--- src/rtl/uart_pkg.sv ---
// uart_pkg
//   Shared types and constants for the serial receive/transmit blocks.
//   parity_e   : frame parity mode (none / even / odd)
//   rx_state_e : receiver sequencing states
//   parityMismatch() : parity check for a completed data word
package uart_pkg;

    localparam int UART_DEFAULT_CLKS_PER_BIT = 260;

    typedef enum logic [1:0] {
        PAR_NONE = 2'd0,
        PAR_EVEN = 2'd1,
        PAR_ODD  = 2'd2
    } parity_e;

    typedef enum logic [2:0] {
        RX_IDLE      = 3'd0,
        RX_START     = 3'd1,
        RX_DATA      = 3'd2,
        RX_PARITY    = 3'd3,
        RX_STOP      = 3'd4,
        RX_DELIVER   = 3'd5,
        RX_WAIT_HIGH = 3'd6
    } rx_state_e;

    // dataXor is the XOR of all received data bits. Even parity expects
    // dataXor ^ sample == 0, odd parity expects it to be 1.
    function automatic logic parityMismatch(input logic dataXor, input logic sample,
                                            input parity_e mode);
        return (dataXor ^ sample) != (mode == PAR_ODD);
    endfunction

endpackage

--- src/rtl/uart_bit_timer.sv ---
// uart_bit_timer
//   Bit-period timer for UART sequencing. Counts clk cycles from 0 and raises
//   sampleTick for one cycle at the sample point, then wraps to 0 so a state
//   that spans several bits keeps ticking once per bit period.
// Ports
//   clk        in   system clock
//   reset      in   asynchronous, active-high reset
//   clear      in   hold the counter at 0 (no tick while asserted)
//   halfSel    in   1: tick at CLKS_PER_BIT/2-1, 0: tick at CLKS_PER_BIT-1
//   sampleTick out  one-cycle sample strobe
module uart_bit_timer #(
    parameter int CLKS_PER_BIT = 260
) (
    input  logic clk,
    input  logic reset,
    input  logic clear,
    input  logic halfSel,
    output logic sampleTick
);

    localparam int CW = $clog2(CLKS_PER_BIT);
    localparam logic [CW-1:0] FULL_LAST = CW'(CLKS_PER_BIT - 1);
    localparam logic [CW-1:0] HALF_LAST = CW'(CLKS_PER_BIT / 2 - 1);

    logic [CW-1:0] count;
    logic [CW-1:0] target;

    assign target     = halfSel ? HALF_LAST : FULL_LAST;
    assign sampleTick = !clear && (count == target);

    always_ff @(posedge clk or posedge reset) begin
        if (reset) begin
            count <= '0;
        end else if (clear || sampleTick) begin
            count <= '0;
        end else begin
            count <= count + CW'(1);
        end
    end

endmodule

--- src/rtl/uart_rx_framed.sv ---
// uart_rx_framed
//   Framed UART receiver: 2-flop input synchroniser, start-bit glitch
//   rejection, configurable data/parity/stop format, parity/framing/break
//   status and a valid/ready output handshake with overrun reporting.
// Ports
//   clk           in   system clock
//   reset         in   asynchronous, active-high reset
//   uart_rx       in   serial line, idle high, asynchronous to clk
//   rx_data       out  received word, bit 0 = first bit on the line
//   rx_valid      out  word available, held until accepted
//   rx_ready      in   consumer accepts when rx_valid & rx_ready
//   rx_parity_err out  parity mismatch for rx_data (qualified by rx_valid)
//   rx_frame_err  out  a stop bit sampled low (qualified by rx_valid)
//   rx_break      out  every data/parity/stop sample low (qualified by rx_valid)
//   rx_overrun    out  one-cycle pulse: completed frame dropped, old word held
//   rx_busy       out  receiver not idle
//
// state        | meaning
// RX_IDLE      | line idle, waiting for falling edge on synchronised line
// RX_START     | half-bit wait, re-check start bit to reject glitches
// RX_DATA      | sample DATA_BITS data bits, LSB first
// RX_PARITY    | sample parity bit and compare against data
// RX_STOP      | sample STOP_BITS stop bits, low sample flags framing error
// RX_DELIVER   | one cycle: hand the word to the output registers
// RX_WAIT_HIGH | line still low after frame (break), wait for it to rise
module uart_rx_framed
    import uart_pkg::*;
#(
    parameter int CLKS_PER_BIT = UART_DEFAULT_CLKS_PER_BIT,
    parameter int DATA_BITS    = 8,
    parameter int PARITY       = 0,
    parameter int STOP_BITS    = 1
) (
    input  logic                 clk,
    input  logic                 reset,
    input  logic                 uart_rx,
    output logic [DATA_BITS-1:0] rx_data,
    output logic                 rx_valid,
    input  logic                 rx_ready,
    output logic                 rx_parity_err,
    output logic                 rx_frame_err,
    output logic                 rx_break,
    output logic                 rx_overrun,
    output logic                 rx_busy
);

    if (DATA_BITS < 5 || DATA_BITS > 9) begin : gBadDataBits
        $error("uart_rx_framed: DATA_BITS must be 5..9");
    end
    if (PARITY < 0 || PARITY > 2) begin : gBadParity
        $error("uart_rx_framed: PARITY must be 0, 1 or 2");
    end
    if (STOP_BITS < 1 || STOP_BITS > 2) begin : gBadStopBits
        $error("uart_rx_framed: STOP_BITS must be 1 or 2");
    end
    if (CLKS_PER_BIT < 8) begin : gBadClksPerBit
        $error("uart_rx_framed: CLKS_PER_BIT must be >= 8");
    end

    localparam int            IW        = $clog2(DATA_BITS);
    localparam logic [IW-1:0] LAST_BIT  = IW'(DATA_BITS - 1);
    localparam logic          LAST_STOP = (STOP_BITS == 2);
    localparam logic          PAR_ON    = (PARITY != 0);
    localparam parity_e       PAR_MODE  = (PARITY == 2) ? PAR_ODD :
                                          ((PARITY == 1) ? PAR_EVEN : PAR_NONE);

    rx_state_e            state;
    logic                 rxSync1;
    logic                 rxS;
    logic [IW-1:0]        bitIdx;
    logic                 stopIdx;
    logic [DATA_BITS-1:0] shiftData;
    logic                 parErr;
    logic                 frameErr;
    logic                 allLow;
    logic                 sampleTick;
    logic                 timerClear;

    // Every transition out of a timed state happens on a tick, which already
    // wraps the counter; the untimed states hold it cleared so the count is 0
    // on entry to every state.
    assign timerClear = (state == RX_IDLE) || (state == RX_DELIVER) ||
                        (state == RX_WAIT_HIGH);

    uart_bit_timer #(
        .CLKS_PER_BIT(CLKS_PER_BIT)
    ) uBitTimer (
        .clk       (clk),
        .reset     (reset),
        .clear     (timerClear),
        .halfSel   (state == RX_START),
        .sampleTick(sampleTick)
    );

    assign rx_busy = (state != RX_IDLE);

    always_ff @(posedge clk or posedge reset) begin
        if (reset) begin
            rxSync1       <= 1'b1;
            rxS           <= 1'b1;
            state         <= RX_IDLE;
            bitIdx        <= '0;
            stopIdx       <= 1'b0;
            shiftData     <= '0;
            parErr        <= 1'b0;
            frameErr      <= 1'b0;
            allLow        <= 1'b0;
            rx_data       <= '0;
            rx_valid      <= 1'b0;
            rx_parity_err <= 1'b0;
            rx_frame_err  <= 1'b0;
            rx_break      <= 1'b0;
            rx_overrun    <= 1'b0;
        end else begin
            rxSync1    <= uart_rx;
            rxS        <= rxSync1;
            rx_overrun <= 1'b0;

            // Plain acceptance; a delivery in the same cycle is handled below
            // and keeps rx_valid high with the new word.
            if (state != RX_DELIVER && rx_valid && rx_ready) begin
                rx_valid <= 1'b0;
            end

            case (state)
                RX_IDLE: begin
                    if (!rxS) begin
                        state <= RX_START;
                    end
                end

                RX_START: begin
                    if (sampleTick) begin
                        if (rxS) begin
                            state <= RX_IDLE;
                        end else begin
                            state    <= RX_DATA;
                            bitIdx   <= '0;
                            stopIdx  <= 1'b0;
                            parErr   <= 1'b0;
                            frameErr <= 1'b0;
                            allLow   <= 1'b1;
                        end
                    end
                end

                RX_DATA: begin
                    if (sampleTick) begin
                        shiftData[bitIdx] <= rxS;
                        if (rxS) begin
                            allLow <= 1'b0;
                        end
                        if (bitIdx == LAST_BIT) begin
                            state <= PAR_ON ? RX_PARITY : RX_STOP;
                        end else begin
                            bitIdx <= bitIdx + IW'(1);
                        end
                    end
                end

                RX_PARITY: begin
                    if (sampleTick) begin
                        parErr <= parityMismatch(^shiftData, rxS, PAR_MODE);
                        if (rxS) begin
                            allLow <= 1'b0;
                        end
                        state <= RX_STOP;
                    end
                end

                RX_STOP: begin
                    if (sampleTick) begin
                        if (!rxS) begin
                            frameErr <= 1'b1;
                        end else begin
                            allLow <= 1'b0;
                        end
                        if (stopIdx == LAST_STOP) begin
                            state <= RX_DELIVER;
                        end else begin
                            stopIdx <= stopIdx + 1'b1;
                        end
                    end
                end

                RX_DELIVER: begin
                    if (!rx_valid || rx_ready) begin
                        rx_data       <= shiftData;
                        rx_parity_err <= parErr;
                        rx_frame_err  <= frameErr;
                        rx_break      <= allLow;
                        rx_valid      <= 1'b1;
                    end else begin
                        rx_overrun <= 1'b1;
                    end
                    // A line still low here is a break or a held-low line;
                    // do not mistake it for the next start bit.
                    state <= rxS ? RX_IDLE : RX_WAIT_HIGH;
                end

                RX_WAIT_HIGH: begin
                    if (rxS) begin
                        state <= RX_IDLE;
                    end
                end

                default: begin
                    state <= RX_IDLE;
                end
            endcase
        end
    end

endmodule

--- config.mk ---
export PLATFORM = sky130hd
export DESIGN_NAME = uart_rx_framed
export DESIGN_NICKNAME = d
export VERILOG_FILES = /design/src/rtl/uart_pkg.sv /design/src/rtl/uart_bit_timer.sv /design/src/rtl/uart_rx_framed.sv
export SDC_FILE = /design/constraint.sdc
export NUM_CORES = 1
export LEC_CHECK = 0
export CAP_MARGIN = 20
export CORE_MARGIN = 1
export CORE_UTILIZATION = 46
export CTS_CLUSTER_DIAMETER = 120
export DETAILED_ROUTE_END_ITERATION = 16
export GPL_ROUTABILITY_DRIVEN = 0
export GPL_TIMING_DRIVEN = 0
export PLACE_DENSITY = 0.66
export SLEW_MARGIN = 40
export SYNTH_ARGS = -nofsm -noshare
export SYNTH_HDL_FRONTEND = slang
export SYNTH_SLANG_ARGS = --single-unit
--- constraint.sdc ---
create_clock -name clk -period 4.9 [get_ports clk]
set_input_delay 1.225 -clock clk [delete_from_list [all_inputs] [get_ports clk]]
set_output_delay 1.225 -clock clk [all_outputs]
set_load 0.005 [all_outputs]
==> impl_summary.log <==
[metrics] Post-synth EDFFs: 0
[metrics] slack of the critical path: 1.90 ns
[metrics] # placed instances: 242
[metrics] DRT Wirelength: 3.92 mm
[metrics] vertical die dimension: 69.3 um
[metrics] global-route met1 utilization: 22.2%
[metrics] initial DRC count: 55
[metrics] most common cell after layout, fill and taps aside: dfrtp_1
[metrics] Area growth syn-to-layout: 18.4%
[metrics] Max Clock Skew: 0.00988 ns
[metrics] reported max-cap violation count: 0
[metrics] Arrival @ worst endpoint: 1.78 ns
[metrics] cell types occupying the most area after synthesis: dfrtp_1 (47%), mux2_2 (8.6%), mux2_4 (3.6%)
[metrics] sum of negative setup slack: 0 ns
[metrics] required time worst endpoint: 3.67 ns
[metrics] element type at the critical path start: flip-flop
[metrics] crit share post-route: 61.2%
[metrics] fraction of registers with async set/reset: 100%
[metrics] number of buffers inserted by hold repair at cts: 0
[metrics] average wire per standard cell: 15.7 um
[metrics] end-of-flow core utilization: 56.7%
[metrics] fraction of layout instances using a drive strength above 1: 22.2%
[metrics] average cell area after synthesis: 12.1 um2
[metrics] number of distinct library cells after synthesis: 49
[metrics] max-slew violation total from the final report: 0
[metrics] horizontal die dimension: 69.3 um
[metrics] Buf+Inv Stages, Crit Path: 2
[metrics] Min-Delay Endpoint: rxS
[metrics] via/cell ratio: 5.65
[metrics] Post-Synthesis Net Count: 179
[metrics] level count of the clock H-tree: 2
[metrics] ANT nets after route: 0
[metrics] highest clock frequency the design can meet: 333 MHz
[metrics] reg-to-reg setup timing slack: 2.80 ns
[metrics] Reg2Reg Launch Point: state[0]
[metrics] Slew @ Worst Pin: 0.631 ns
[metrics] number of standard-cell rows in the floorplan: 24
[metrics] buffer type at the clock tree root: clkbuf_8
[metrics] largest delay contributor family on the critical path: buffers and inverters
[metrics] total clock sinks: 41
[metrics] Antenna Diode Count: 0
[metrics] number of nets in the final layout: 204
[metrics] Worst-Skew Late Latency: 0.30 ns
[metrics] Port Buffer Count: 17
[metrics] final setup violating endpoints: 0
[metrics] via total after detailed routing: 1412
[metrics] Cells after Synth: 172
[metrics] pin count of the biggest net entering global routing: 26
[metrics] I/O pin count: 18
[metrics] final hold violations: 0
[metrics] final standard cell count with taps included and fillers excluded: 250
[metrics] Most Used Layer, Global Route: met2
[metrics] logic depth of the worst register-to-register path: 5
[metrics] CP Max Fanout: 10
[metrics] number of synthesized register bits: 41
[metrics] outcome: finished, final reports clean
[metrics] vias in the first global route: 1440
[metrics] type of the most critical hold path: flip-flop to flip-flop
[metrics] setup repair after global routing missed its margin: no
[metrics] global-route met2 utilization: 31.6%
[metrics] source of the worst hold timing path: rxSync1
[metrics] global-route congestion overflow total: 0
[metrics] gr usage total: 18.3%
[metrics] P_leak: 0.00107 uW
[metrics] leading register cell type out of synthesis: dfrtp_1
[metrics] post-CTS setup-driven buffer insertion count: 0
[metrics] pwr dens: 259 nW/um2
[metrics] clock-pin slew of the registers on the worst-case setup and hold paths: 0.07 ns
[metrics] Post-Syn Area: 2090 um2
[metrics] terminus of the critical flop-to-flop path: shiftData[2]
[metrics] count of TritonRoute iterations in the first routing pass: 4
[metrics] ordered cell list for the critical path: clkbuf_1, or3_1, clkdlybuf4s50_1
[metrics] clock tree buffer depth: 2
[metrics] tightest slew margin relative to the limit: 57.9%
[metrics] most used cells in the layout excluding fill and tap cells: dfrtp_1 (39), clkdlybuf4s50_1 (17), nor2_1 (16), mux2_2 (16), xor2_1 (8)
[metrics] Period minus WS final: 3.00 ns
[metrics] Worst IR Drop VDD: 0.000151 V
[metrics] CTS buffer count: 5
[metrics] crit path capture type: primary output
[metrics] cell at the slowest stage of the critical path: dfrtp_1
[metrics] number of cells traversed by the worst hold path: 0
[metrics] grt met3 use: 4.51%
[metrics] Setup Crit Path Kind: flip-flop to primary output
[metrics] effective utilization at floorplan: 47.9%
[metrics] delay of the slowest critical-path stage: 0.45 ns
[metrics] warnings from Yosys: 0
[metrics] number of antenna violations at the first check in global routing: 0
[metrics] number of gates resized after cts: 0
[metrics] area share of the largest cell type after synthesis: 46.8%
[metrics] CTS tree: built
[metrics] worst setup slack before clock tree synthesis: 1.80 ns
[metrics] largest area contributor in the synthesized netlist: dfrtp_1
[metrics] detailed placement HPWL: 2.91 mm
[metrics] Die Outline Area: 4810 um2
[metrics] first-pass GRT wire length: 6.91 mm
[metrics] DRC Markers: 0
[metrics] core box area: 4350 um2
[metrics] Seq/Total Area, Yosys: 49.3%
[per-stage QoR]
step	total power [uW]	area [um2]	hold WS (ns)
global placement	361	2320	0.346
global route	665	2470	0.360
floorplan	356	2090	0.345
detailed placement	365	2350	0.348
CTS	648	2470	0.359
finish	639	2470	0.357
[report_power, final]
| part | total [uW] | internal, uW | switching [uW] |
|---|---|---|---|
| registers | 341 | 340 | 1.00 |
| clock network | 281 | 166 | 116 |
| logic | 17.1 | 7.15 | 9.90 |
[state kept, by name, summed over array words and instances (netlist names)]
register,flops
allLow,1
bitIdx,3
frameErr,1
parErr,1
rxS,1
rxSync1,1
rx_break,1
rx_data,8
rx_frame_err,1
rx_overrun,1
rx_parity_err,1
rx_valid,1
shiftData,8
state,3
uBitTimer.count,9
[cells in the mapped netlist, types with 2 or more instances]
master    count
dfrtp_1      39
mux2_2       16
nor2_1       16
xor2_1        8
nand2b_1      6
clkbuf_1      5
mux2_4        5
nand2_1       5
xnor2_1       5
nand3_1       4
nand4_1       4
a22o_1        3
ha_1          3
inv_1         3
nor2b_1       3
nor4_2        3
nor4b_1       3
o21ai_0       3
a21oi_1       2
and3_1        2
and4_1        2
dfstp_2       2
nand3b_1      2
o32ai_1       2
or3_1         2
[worst register-to-register path: cells and delay by family, from the launching register on]
family / cells / cell delay (ns)
multiplexers: 2 / 0.56
AND/OR/NAND/NOR: 2 / 0.82
buffers and inverters: 1 / 0.17
flip-flops: 1 / 0.45
[area by class of cell]
cell class / count / area, um2
fillers: 365 / 1890
well taps: 52 / 65.1
flip-flops and latches: 41 / 1030
clock inverters: 2 / 37.5
repair buffers: 18 / 198
clock buffers: 6 / 82.6
inverters: 3 / 11.3
multi-input cells: 120 / 1010
plain buffers: 8 / 38.8
[per-layer routing]
layer | up-vias | wire [um]
met2 | 31 | 2050
met3 | 6 | 138
met4 | 0 | 55
met1 | 699 | 1680
li1 | 676 | -
met5 | - | 0
[how the worst max path moves through the flow]
stage | startpoint | endpoint | slack (ns) | depth (start not counted)
floorplan | rx_ready | rx_break | 2.56 | 4
global placement | rx_ready | rx_frame_err | 1.84 | 5
detailed placement | rx_ready | rx_data[5] | 1.80 | 5
CTS | state[0] | rx_busy | 1.88 | 3
global route | state[0] | rx_busy | 1.80 | 3
finish | state[0] | rx_busy | 1.90 | 3
[kinds of logic (layout without fill, tap and decap cells)]
kind of cell	count (synthesis)	after routing	synth area share [%]
compound gates	19	19	6.96
xor+xnor	14	14	6.54
fa+ha+maj	3	3	1.80
buf+inv	11	37	2.40
flops	41	41	49.3
mux	23	23	13.9
simple gates	61	61	19.1
Note: power is estimated with default switching activity, not from simulation.
==> RTL edit: new RTL, config.mk and constraints unchanged <==
Make the reset (`reset`) synchronous in 2 clocked blocks. Comments in the files are not updated.
--- a/src/rtl/uart_bit_timer.sv
+++ b/src/rtl/uart_bit_timer.sv
@@ -29,5 +29,5 @@
     assign sampleTick = !clear && (count == target);
 
-    always_ff @(posedge clk or posedge reset) begin
+    always_ff @(posedge clk) begin
         if (reset) begin
             count <= '0;
--- a/src/rtl/uart_rx_framed.sv
+++ b/src/rtl/uart_rx_framed.sv
@@ -95,5 +95,5 @@
     assign rx_busy = (state != RX_IDLE);
 
-    always_ff @(posedge clk or posedge reset) begin
+    always_ff @(posedge clk) begin
         if (reset) begin
             rxSync1       <= 1'b1;
Function: differs if reset is asserted again (counterexample within 4 cycles, from zero or initial values and one cycle with reset high); with reset held inactive, the same outputs for 10 cycles.
==> RTL edit against the unedited design <==
Final area shrank 8.8%; non-clock buffer count grew 2; first-iteration DRC count grew 60%; worst setup slack gained 86 ps; combinational power grew 54%; critical path depth is the same; total power shrank 10%; wire length shrank 8.9%; synthesized area shrank 6.7%; sequential cell count is the same; sequential power shrank 1%; sequential share of layout area shrank 5.2 points; clock power shrank 25%; die area shrank 6.5%.
==> RTL edit: results (changes against the unedited design) <==
[outcome]
outcome=complete, no violations

[logic_synthesis]
ys_types=47  ; -4.1%
ys_warn_count=0  ; unchanged
yosys-top-cells-count=dfxtp_1, nor2_1, a21oi_1, nand3_1, mux2i_1
ys_seq_area_frac=0.4216  ; -0.07151
netlist_instances=211  ; +23%
synth_area_leaders=dfxtp_1, mux2i_1, nor2_1
async_reset_ff_frac=0  ; -1.000
synth_nets=218  ; +22%

[detailed_routing]
drt_iter0_markers=88  ; +60%
num_vias=1508  ; +6.8%
drt_pass1_iterations=4  ; unchanged
wire_per_inst_um=12.52  ; -20%

[worst_hold_path]
hp-class=flop to flop
hold_path.startpoint=rxSync1

[setup_path]
arrival_ps=1690  ; -90 ps
crit_start=state[0]
cp_slowest_cell=clkdlybuf4s50_1
max_stage_delay_ps=470  ; +20 ps
cp_max_fo=10  ; unchanged
r2r-start=uBitTimer.count[2]

[layout]
fillers=380  ; +4.1%
nNetsFinal=241  ; +18%
final-instance-count-excl-fill=285  ; +14%
reg_top3=uBitTimer.count: 9 flops, rx_data: 8 flops, shiftData: 8 flops
layout-drive-gt1-share=0.09362  ; -0.1286
diodes=0  ; unchanged

[clock_network]
clockBufferDepth=2  ; unchanged
cts_resized=0  ; unchanged
cts-buffers-inserted=5  ; unchanged
root_buffer=clkbuf_8
clkLatencyLatePin_ps=290
path_clk_slew_ps=80

[grt]
antenna_found_initial=0  ; unchanged
grt_max_degree=13  ; -50%
grt_pass1_wl_um=6154  ; -11%
grt_pass1_vias=1314  ; -8.8%
grt.total_usage=0.1845  ; +0.001583

[pwr]
cellInternalPower_uw=443.9  ; -13%
max-vdd-ir-drop_v=0.0001401  ; -7.3%
p_leak_uw=0.0007562  ; -30%

[timing]
tightest_slew_ps=739.3  ; +108.1 ps
skew_ps=8.543  ; -1.340 ps

[placed_design]
dpl.cell_count=277  ; +14%
dp_hpwl_um=2506  ; -14%
portBuffers=16  ; -1

[RTL edit: per-stage QoR]
step             util  area, um2  setup slack [ps]  power [uW]
2_1_floorplan       -       1947              2735       362.7
3_3_place_gp   0.5385       2170              2130       371.0
3_5_place_dp   0.5385       2170              2104       371.0
4_1_cts        0.5590       2252              1970       580.3
5_1_grt        0.5590       2252              1919       599.4
6_report       0.5590       2252              1986       573.4
[RTL edit: kinds of logic (layout without fill, tap and decap cells)]
family	Yosys count	after routing	synth area share
adder cells (fa/ha/maj)	3	3	0.01928
multiplexers	14	14	0.07840
XOR/XNOR	16	16	0.07198
buffers and inverters	18	42	0.04563
AND/OR/NAND/NOR	80	80	0.2365
flip-flops	41	41	0.4216
AO/OA/AOI/OAI	39	39	0.1266
[RTL edit: path summary, 6_finish.rpt]
path,endpoint,slack (ps),depth (start not counted)
worst max-delay path,rx_busy,1990,3
worst min-delay path,rxS,410,1
worst max register to register,shiftData[5],3030,5
worst min register to register,rxS,410,1
[RTL edit: layout make-up]
class                           count  share of cell area
Tap cell                           50             0.02778
Buffer                             12             0.02944
Clock inverter                      2            0.004444
Inverter                            6             0.01000
Clock buffer                        6             0.03222
Timing Repair Buffer               16             0.07111
Sequential cell                    41              0.3644
Multi-Input combinational cell    152              0.4606
[RTL edit: power groups by stage]
| stage | Combinational (uW) | Clock, uW | Sequential [uW] |
|---|---|---|---|
| 2_1_floorplan | 18.8 | 0 | 344 |
| 3_3_place_gp | 26.5 | 0 | 344 |
| 3_5_place_dp | 26.5 | 0 | 345 |
| 4_1_cts | 26.7 | 217 | 337 |
| 5_1_grt | 29.7 | 233 | 337 |
| 6_report | 26.4 | 210 | 337 |
[RTL edit: routing by layer]
metal | part of all wire | vias to the layer above | GRT usage
li1 | - | 787 | -
met2 | 0.44 | 35 | 0.2663
met4 | 0.012 | 0 | 0.05851
met1 | 0.50 | 681 | 0.2601
met5 | 0 | - | 0
met3 | 0.046 | 5 | 0.05137
